**src/rtl/pc_fetch_unit_pkg.sv**
```systemverilog
// Shared definitions for the PC fetch unit.
//   RESET_PC_DEFAULT : default first fetch address after reset
//   NOP_INSTR        : instruction presented while nothing live is held
//   PC_STEP          : fetch address increment (one 32-bit word)
//   fetch_state_t    : fetch FSM state encoding
//   align_pc()       : forces an address onto a word boundary
package pc_fetch_unit_pkg;

    localparam logic [31:0] RESET_PC_DEFAULT = 32'h0000_0000;
    localparam logic [31:0] NOP_INSTR        = 32'h0000_0013;
    localparam logic [31:0] PC_STEP          = 32'd4;

    typedef enum logic [1:0] {
        ST_IDLE  = 2'd0,
        ST_FETCH = 2'd1,
        ST_HOLD  = 2'd2,
        ST_DROP  = 2'd3
    } fetch_state_t;

    function automatic logic [31:0] align_pc(input logic [31:0] addr);
        return addr & ~32'h0000_0003;
    endfunction

endpackage

```
**src/rtl/fetch_skid_buffer.sv**
```systemverilog
// One-entry holding register for a fetched instruction and its PC.
// Captures a response that arrives while the output slot is stalled.
//   clk, rst              : clock, async active-high reset
//   load                  : capture load_pc / load_instr
//   clear                 : discard the held entry (wins over load)
//   load_pc, load_instr   : entry to capture
//   pc, instr             : held entry
module fetch_skid_buffer
    import pc_fetch_unit_pkg::*;
(
    input  logic        clk,
    input  logic        rst,
    input  logic        load,
    input  logic        clear,
    input  logic [31:0] load_pc,
    input  logic [31:0] load_instr,
    output logic [31:0] pc,
    output logic [31:0] instr
);

    always_ff @(posedge clk or posedge rst) begin
        if (rst) begin
            pc    <= 32'h0000_0000;
            instr <= NOP_INSTR;
        end else if (clear) begin
            pc    <= 32'h0000_0000;
            instr <= NOP_INSTR;
        end else if (load) begin
            pc    <= load_pc;
            instr <= load_instr;
        end
    end

endmodule

```
**src/rtl/pc_fetch_unit.sv**
```systemverilog
// Instruction fetch front end: issues word-aligned fetches, presents one
// instruction per cycle, absorbs a single response under stall and flushes
// on redirect.
//   clk, rst              : clock, async active-high reset
//   stall                 : downstream not consuming the output slot
//   redirect, redirect_pc : restart fetch at redirect_pc (bits [1:0] ignored)
//   imem_req, imem_addr   : instruction memory request / address
//   imem_ack, imem_rdata  : memory response
//   pc, instr, valid      : presented instruction (registered)
//   nop                   : bubble flag, ~valid
//
// state | meaning
// IDLE  | just out of reset, no request; goes to FETCH on the next edge
// FETCH | request to fetch_pc outstanding
// HOLD  | response parked in skid buffer while downstream stalls; no request
// DROP  | redirect hit an unacked request; finish it and discard the data
module pc_fetch_unit
    import pc_fetch_unit_pkg::*;
#(
    parameter logic [31:0] RESET_PC = RESET_PC_DEFAULT
) (
    input  logic        clk,
    input  logic        rst,
    input  logic        stall,
    input  logic        redirect,
    input  logic [31:0] redirect_pc,
    output logic        imem_req,
    output logic [31:0] imem_addr,
    input  logic        imem_ack,
    input  logic [31:0] imem_rdata,
    output logic [31:0] pc,
    output logic [31:0] instr,
    output logic        valid,
    output logic        nop
);

    fetch_state_t state_q, state_d;

    logic [31:0] fetch_pc_q;
    // Address of the request being abandoned in DROP; fetch_pc already
    // points at the redirect target, but the bus must keep the old address.
    logic [31:0] drop_addr_q;

    logic        skid_load;
    logic        skid_clear;
    logic [31:0] skid_pc;
    logic [31:0] skid_instr;

    always_ff @(posedge clk or posedge rst) begin
        if (rst) begin
            state_q <= ST_IDLE;
        end else begin
            state_q <= state_d;
        end
    end

    always_comb begin
        state_d = state_q;
        case (state_q)
            ST_IDLE: begin
                state_d = ST_FETCH;
            end
            ST_FETCH: begin
                if (redirect) begin
                    if (!imem_ack) begin
                        state_d = ST_DROP;
                    end
                end else if (imem_ack && stall) begin
                    state_d = ST_HOLD;
                end
            end
            ST_HOLD: begin
                if (redirect || !stall) begin
                    state_d = ST_FETCH;
                end
            end
            ST_DROP: begin
                if (imem_ack) begin
                    state_d = ST_FETCH;
                end
            end
            default: begin
                state_d = ST_IDLE;
            end
        endcase
    end

    always_comb begin
        imem_req   = (state_q == ST_FETCH) || (state_q == ST_DROP);
        imem_addr  = (state_q == ST_DROP) ? drop_addr_q : fetch_pc_q;
        skid_load  = (state_q == ST_FETCH) && imem_ack && !redirect && stall;
        skid_clear = (state_q == ST_HOLD) && redirect;
    end

    always_ff @(posedge clk or posedge rst) begin
        if (rst) begin
            fetch_pc_q  <= RESET_PC;
            drop_addr_q <= 32'h0000_0000;
            pc          <= 32'h0000_0000;
            instr       <= NOP_INSTR;
            valid       <= 1'b0;
        end else begin
            case (state_q)
                ST_IDLE: begin
                    if (redirect) begin
                        fetch_pc_q <= align_pc(redirect_pc);
                        valid      <= 1'b0;
                    end
                end
                ST_FETCH: begin
                    if (redirect) begin
                        fetch_pc_q <= align_pc(redirect_pc);
                        valid      <= 1'b0;
                        if (!imem_ack) begin
                            drop_addr_q <= fetch_pc_q;
                        end
                    end else if (imem_ack) begin
                        fetch_pc_q <= fetch_pc_q + PC_STEP;
                        if (!stall) begin
                            pc    <= fetch_pc_q;
                            instr <= imem_rdata;
                            valid <= 1'b1;
                        end
                    end else if (!stall) begin
                        // Slot consumed with nothing to replace it.
                        valid <= 1'b0;
                    end
                end
                ST_HOLD: begin
                    if (redirect) begin
                        fetch_pc_q <= align_pc(redirect_pc);
                        valid      <= 1'b0;
                    end else if (!stall) begin
                        pc    <= skid_pc;
                        instr <= skid_instr;
                        valid <= 1'b1;
                    end
                end
                ST_DROP: begin
                    if (redirect) begin
                        fetch_pc_q <= align_pc(redirect_pc);
                        valid      <= 1'b0;
                    end
                end
                default: begin
                    valid <= 1'b0;
                end
            endcase
        end
    end

    assign nop = ~valid;

    fetch_skid_buffer u_skid (
        .clk        (clk),
        .rst        (rst),
        .load       (skid_load),
        .clear      (skid_clear),
        .load_pc    (fetch_pc_q),
        .load_instr (imem_rdata),
        .pc         (skid_pc),
        .instr      (skid_instr)
    );

endmodule

```
**config.mk**
```make
export PLATFORM = sky130hd
export DESIGN_NAME = pc_fetch_unit
export DESIGN_NICKNAME = d
export VERILOG_FILES = /design/src/rtl/pc_fetch_unit_pkg.sv /design/src/rtl/fetch_skid_buffer.sv /design/src/rtl/pc_fetch_unit.sv
export SDC_FILE = /design/constraint.sdc
export NUM_CORES = 1
export LEC_CHECK = 0
export CORE_MARGIN = 1.5
export CORE_UTILIZATION = 52
export DETAILED_ROUTE_END_ITERATION = 8
export GPL_TIMING_DRIVEN = 0
export PLACE_DENSITY = 0.83
export SLEW_MARGIN = 20
export SYNTH_ARGS = -nofsm -noshare
export SYNTH_HDL_FRONTEND = slang
export SYNTH_SLANG_ARGS = --single-unit
```
**constraint.sdc**
```tcl
create_clock -name clk -period 7.7 [get_ports clk]
set_clock_uncertainty 0.15 [all_clocks]
set_input_delay 1.54 -clock clk [delete_from_list [all_inputs] [get_ports clk]]
set_output_delay 1.54 -clock clk [all_outputs]
set_load 0.05 [all_outputs]
```
==> results of run 1 <==
-- cells in the mapped netlist, drive strengths merged (9+ instances only) --
cell type / count / share of area (%)
nor2: 13 / 0.55
nand3: 13 / 0.87
nor4: 11 / 0.85
mux2: 60 / 7.6
xor2: 9 / 0.89
nand4: 13 / 0.99
mux2i: 65 / 7.3
o21ai: 96 / 5.4
buf: 26 / 1.4
xnor2: 20 / 2.0
clkbuf: 55 / 2.3
a21oi: 60 / 3.4
dfrtp: 183 / 52
nand2: 232 / 9.8
-- power breakdown --
part / internal, mW / leakage [nW] / switching (mW)
logic: 0.825 / 2.09 / 1.46
registers: 1.42 / 2.39 / 0.236
clock network: 0.597 / 0.317 / 0.387
total: 2.84 / 4.80 / 2.08
-- flip-flops by register name, summed over array words and instances (netlist names) --
register,cells
u_skid.instr,32
instr,32
state_q,2
u_skid.pc,31
pc,31
drop_addr_q,30
valid,1
fetch_pc_q,30
-- placed cells by master (no fill, tap or decap), drive strengths merged --
cell           Yosys  final
or4                1      1
nor3               7      7
and2               4      4
dfrtp            183    183
mux2i             65     65
nand3             13     13
bufinv             0      5
or3                2      2
mux2              60     60
clkinvlp           0      2
diode              0      1
clkbuf            55     75
xor2               9      9
nor4b              1      1
dfstp              6      6
ha                 5      5
nor2              13     13
nor2b              2      2
nand2b             1      1
nor4              11     11
conb               1      2
nand4             13     13
o21ai             96     96
inv                8     10
and3               2      2
buf               26     27
a21oi             60     60
or2                2      2
clkinv             0      3
xnor2             20     20
nand2            232    232
and4               4      4
clkdlybuf4s50      0    161
a222oi             1      1
-- worst max-delay path, stage by stage, from the launching register on --
cell             delay, ns
dfrtp_1               0.40
ha_1                  0.16
clkbuf_1              0.38
clkbuf_1              0.58
mux2_2                0.44
clkdlybuf4s50_1       0.70
-- layout make-up --
| cell class | count | area (sq um) | share of cell area (%) |
|---|---|---|---|
| Tap cell | 220 | 275 | 2.40 |
| Multi-Input combinational cell | 626 | 3770 | 32.9 |
| Inverter | 8 | 37.5 | 0.327 |
| Sequential cell | 189 | 4740 | 41.3 |
| Antenna cell | 1 | 2.50 | 0.0218 |
| Clock buffer | 20 | 457 | 3.98 |
| Buffer | 81 | 334 | 2.91 |
| Timing Repair Buffer | 162 | 1640 | 14.3 |
| Clock inverter | 12 | 209 | 1.82 |
-- routing by layer --
layer | share of wire [%] | vias up | wire, microns | GRT usage (%)
met1 | 42 | 3600 | 9780 | 35.5
met4 | 3.9 | 2 | 912 | 13.1
met3 | 6.3 | 67 | 1470 | 5.56
li1 | - | 3405 | - | -
met5 | 0.047 | - | 11 | 0
met2 | 48 | 287 | 11200 | 43.1
-- metrics by stage --
stage,std cells,hold WS [ns]
final,1319,0.328
after global placement,1285,0.311
after detailed placement,1286,0.320
after global routing,1319,0.353
after CTS,1318,0.335
after floorplan,904,0.300
-- cell families (layout without fill, tap and decap cells) --
logic type,Yosys count,count (layout)
AO/OA/AOI/OAI,157,157
XOR/XNOR,29,29
adder cells (fa/ha/maj),5,5
buffers and inverters,89,283
flip-flops,189,189
multiplexers,125,125
other,1,3
AND/OR/NAND/NOR,308,308
-- worst max-delay path by stage --
stage,startpoint,to,slack (ns),cells after the start
2_1_floorplan,rst,drop_addr_q[10],0.88,1
3_3_place_gp,rst,drop_addr_q[24],-1.56,2
3_5_place_dp,state_q[0],imem_addr[13],3.35,5
4_1_cts,state_q[0],imem_addr[13],2.90,5
5_1_grt,state_q[0],imem_addr[8],2.81,5
6_report,state_q[0],imem_addr[13],2.91,5
==> summary.md, run 1 <==
| Metric | Value |
|---|---|
| Latest clock arrival within the worst-skew pair | 0.43 ns |
| Largest net degree at the start of global routing | 98 |
| Clock Sinks | 189 |
| TritonCTS clock tree | done |
| HP Start | instr[12] |
| Synth-to-layout area growth | 29.2% |
| Vias | 7361 |
| XOR/XNOR share of the synthesized area | 2.86% |
| Cells on worst reg2reg path | 10 |
| Pwr/cell area | 429 nW/um^2 |
| Ys Warns | 0 |
| Setup slack, reg-to-reg | 4.63 ns |
| Status | complete, no violations |
| Mux share of post-synthesis cell area | 15.0% |
| Post-CTS Setup Inserts | 0 |
| FF-to-FF End | pc[31] |
| First-pass GRT wire length | 37300 microns |
| Fillcell total | 1234 |
| Period utilisation layout | 62.2% |
| Drt pass-1 iters | 5 |
| Worst-path clk slew | 0.07 ns |
| Number of global-route vias before repair | 7263 |
| Final WS setup | 2.91 ns |
| Crit Path Category | reg -> out |
| Number of placed I/O pins | 168 |
| Post-Synthesis Cells | 903 |
| Final core utilization | 68.9% |
| Max-cap viol count | 0 |
| Mapped Avg Cell Area | 9.82 sq um |
| Placed cell area | 10800 sq um |
| Min Tclk post-route | 4.79 ns |
| Final slew viol count | 0 |
| DRC | 0 |
| Routed WL per cell | 17.7 microns |
| Post-layout power | 4.92 mW |
| Synth Flop Type | dfrtp_1 |
| Clk root buf | clkbuf_16 |
| Initial antenna violation count | 2 |
| Nets | 1159 |
| # resized after CTS | 0 |
| CTS buffer count | 17 |
| Number of synthesized flops with an enable pin | 0 |
| Initial core utilization | 53.3% |
| RSZ-0062 raised after global routing | false |
| H-tree Lvls | 4 |
| Core region area | 16600 sq um |
| Drt total wl | 23400 microns |
| Max Clock Freq | 209 MHz |
| Synth Area in Compound Gates | 8.91% |
| Buffers on Ports | 161 |
| Required time of the critical path | 6.01 ns |
| Layout cells sized above 1 | 11.2% |
| Post-synth cell types | 36 |
| Reg-to-reg startpoint | state_q[1] |
| Drt initial violations | 432 |
| Setup crit end kind | output pin |
| Slew HR | 41.1% |
| Register area share after synthesis | 53.4% |
| Finish-stage setup viols | 0 |
| Final Hold Vio Count | 0 |
| Hold Path Stages | 2 |
| Worst Hold End | instr[12] |
| HPWL after DPL | 16400 microns |
| Max IR drop VDD | 0.000296 V |
| Vias/cell | 5.58 |
| Hold Path Class | reg -> reg |
| Crit path DAT | 3.10 ns |
| Routed Antenna Nets | 0 |
| Static leakage | 4.80 nW |
| Maximum clock path buffer count | 2 |
| Die ar. | 17900 sq um |
| Die width | 134 microns |
| Synth Cell Area | 8870 sq um |
| Dpl ws | 3.35 ns |
| Worst Path Max Fanout | 10 |
| Asr flop ratio synth | 100% |
| Largest family of logic cells by synthesized area | simple AND/OR/NAND/NOR gates |
| Post-Layout Inst Area | 11500 sq um |
| Synth Area in Adders | 0.705% |
| TNS Setup | 0 ns |
| Hold_buf cts | 0 |
| Post-synthesis register bit count | 189 |
| Final GP Congestion | 0.881 |
| Placement Rows | 47 |
| Total grt overflow | 0 |
| Die Ht | 134 microns |
| Simple-Gate Fraction of Synth Area | 15.0% |
| Actual slew at the worst max-slew pin | 0.884 ns |
| Setup crit start kind | register |
| Global Route Usage Sum | 27.0% |
Note: power is estimated with default switching activity, not from simulation.
==> inputs of run 2 (changes only) <==
- clock period: 7.7 -> 4.74 ns (I/O delays scaled with it)
==> run 2 against run 1 <==
Against the previous run:
- clock power grew 48%
- utilization grew 0.098 points
- sequential power increased by 64%
- cell area grew 0.14%
- die area is the same
- first-iteration DRC count increased by 40%
- critical path depth stayed put
- sequential share of layout area is 0.059 points lower
- worst setup slack worse by 2.4 ns
- non-clock buffer count grew 5
- critical path type unchanged
- critical endpoint is now imem_addr[8]
- largest power group unchanged
==> summary.md, run 2 (synthesized netlist as in run 1, its figures left out) <==
| Metric | Value |
|---|---|
| Dpl cells | 1291 |
| Drt pass-1 iters | 5 |
| Worst Path Max Fanout | 10 |
| Die width | 134 microns |
| Buffers on Ports | 161 |
| CTS buffer count | 17 |
| Initial core utilization | 53.3% |
| Final slew viol count | 0 |
| Met1 global-route usage | 36.6% |
| Largest net degree at the start of global routing | 35 |
| Latest clock arrival within the worst-skew pair | 0.44 ns |
| Max IR drop VDD | 0.000616 V |
| Nets | 1164 |
| Synth-to-layout area growth | 29.4% |
| # resized after CTS | 0 |
| Post-CTS Setup Inserts | 0 |
| Register Area | 4740 sq um |
| Min Tclk post-route | 4.22 ns |
| Actual slew at the worst max-slew pin | 0.874 ns |
| Finished Layout Cells | 1323 |
| Clk root buf | clkbuf_16 |
| Clk pwr share | 18.5% |
| Worst-path clk slew | 0.07 ns |
| Initial antenna violation count | 0 |
| HPWL after DPL | 16900 microns |
| Required time of the critical path | 3.64 ns |
| Met3 usage | 5.71% |
| H-tree Lvls | 4 |
| Number of global-route vias before repair | 7328 |
| Multi-input gate area in the final layout | 3770 sq um |
| RSZ-0062 raised after global routing | false |
| Met2 GRT Util | 46.1% |
| Clock Sinks | 189 |
| Biggest regs | instr: 32 flops, u_skid.instr: 32 flops |
| Gate power share | 47.4% |
| Setup crit end kind | output pin |
| Setup slack, reg-to-reg | 1.54 ns |
| Vias | 7322 |
| Number of placed I/O pins | 168 |
| Routed Antenna Nets | 0 |
| Routed WL per cell | 18.1 microns |
| Drt initial violations | 605 |
| Die Ht | 134 microns |
| Crit Path Category | reg -> out |
| DRC | 0 |
| Pint | 4.45 mW |
| Max-cap viol count | 0 |
| Most frequent cells in the layout | nand2_1, dfrtp_1, clkdlybuf4s50_1 |
| Final Hold Vio Count | 0 |
| Total grt overflow | 0 |
| Diodes inserted | 0 |
| Die ar. | 17900 sq um |
| Final GP Congestion | 0.834 |
| Vias/cell | 5.53 |
| Slew HR | 41.7% |
| Layout cells sized above 1 | 11.7% |
| Fillcell total | 1231 |
| Pwr/cell area | 687 nW/um^2 |
| Finish-stage setup viols | 0 |
| Crit path DAT | 3.13 ns |
| TritonCTS clock tree | done |
| Core region area | 16600 sq um |
| Commonest non-fill, non-tap cell in the layout | nand2_1 |
| Period utilisation layout | 89.1% |
| Hold_buf cts | 0 |
| First-pass GRT wire length | 38500 microns |
| P_sw | 3.43 mW |
| Global Route Usage Sum | 27.9% |
| Setup crit start kind | register |
| Status | complete, no violations |
| Final core utilization | 69.0% |
| Switching share of power | 43.6% |
| Placement Rows | 47 |
| Hold_ws | 0.330 ns |
| Max Clock Freq | 237 MHz |
| Sequential share of power | 34.2% |
| Static leakage | 4.80 nW |
| Hold Path Class | reg -> reg |
| Drt total wl | 23900 microns |
| Maximum clock path buffer count | 2 |
| Global-route layer with the greatest usage | met2 |
-- run 2: metal layers --
metal | part of all wire (%) | wire [microns] | vias up
met1 | 41 | 9890 | 3566
met5 | 0 | 0 | -
li1 | - | - | 3413
met2 | 50 | 11900 | 301
met3 | 6.5 | 1560 | 42
met4 | 2.5 | 599 | 0
-- run 2: power by group through the flow --
| stage | clock network [mW] | logic [mW] | registers, mW |
|---|---|---|---|
| after global placement | 0 | 3.64 | 2.67 |
| after floorplan | 0 | 1.70 | 3.49 |
| after global routing | 1.54 | 3.96 | 2.77 |
| after detailed placement | 0 | 3.72 | 2.71 |
| after CTS | 1.47 | 3.75 | 2.69 |
| final | 1.46 | 3.73 | 2.70 |
-- run 2: final cells by class --
type | count | area share (%)
flip-flops and latches | 189 | 41.3
multi-input cells | 626 | 32.9
repair buffers | 167 | 15.1
clock buffers | 18 | 3.83
plain buffers | 81 | 2.91
well taps | 220 | 2.40
clock inverters | 14 | 1.36
inverters | 8 | 0.294
-- run 2: worst paths after layout --
check | cells past startpoint | from | end
max | 5 | state_q[0] | imem_addr[8]
max in group asynchronous | 5 | rst | instr[1]
min reg2reg | 2 | pc[14] | pc[14]
max reg2reg | 10 | state_q[1] | instr[31]
min | 2 | pc[14] | pc[14]
min in group asynchronous | 2 | rst | pc[11]
-- run 2: per-stage QoR --
step | TNS, ns | total power, mW | area, sq um | setup slack, ns
5_1_grt | 0 | 8.28 | 11500 | 0.393
2_1_floorplan | 0 | 5.19 | 8880 | 1.21
3_5_place_dp | 0 | 6.43 | 10900 | 0.991
3_3_place_gp | -54.76 | 6.30 | 10800 | -0.307
4_1_cts | 0 | 7.90 | 11500 | 0.529
6_report | 0 | 7.89 | 11500 | 0.516
-- run 2: worst max-delay path, stage by stage, from the launching register on --
cell	delay [ns]
dfrtp_1	0.40
ha_1	0.16
clkbuf_1	0.39
clkbuf_1	0.60
mux2_2	0.43
clkdlybuf4s50_1	0.71
==> inputs of run 3 (changes only) <==
- clock period: 4.74 -> 4.5 ns (I/O delays scaled with it)
==> results of run 3 <==
Same layout as run 2 (identical final DEF). Status: complete, no violations.
Among the figures that moved: setup slack after placement 0.991 ns -> 0.799 ns; setup slack after layout 0.516 ns -> 0.324 ns; register-to-register setup slack 1.54 ns -> 1.30 ns; total power 7.89 mW -> 8.31 mW; worst IR drop on VDD 0.000616 V -> 0.000649 V
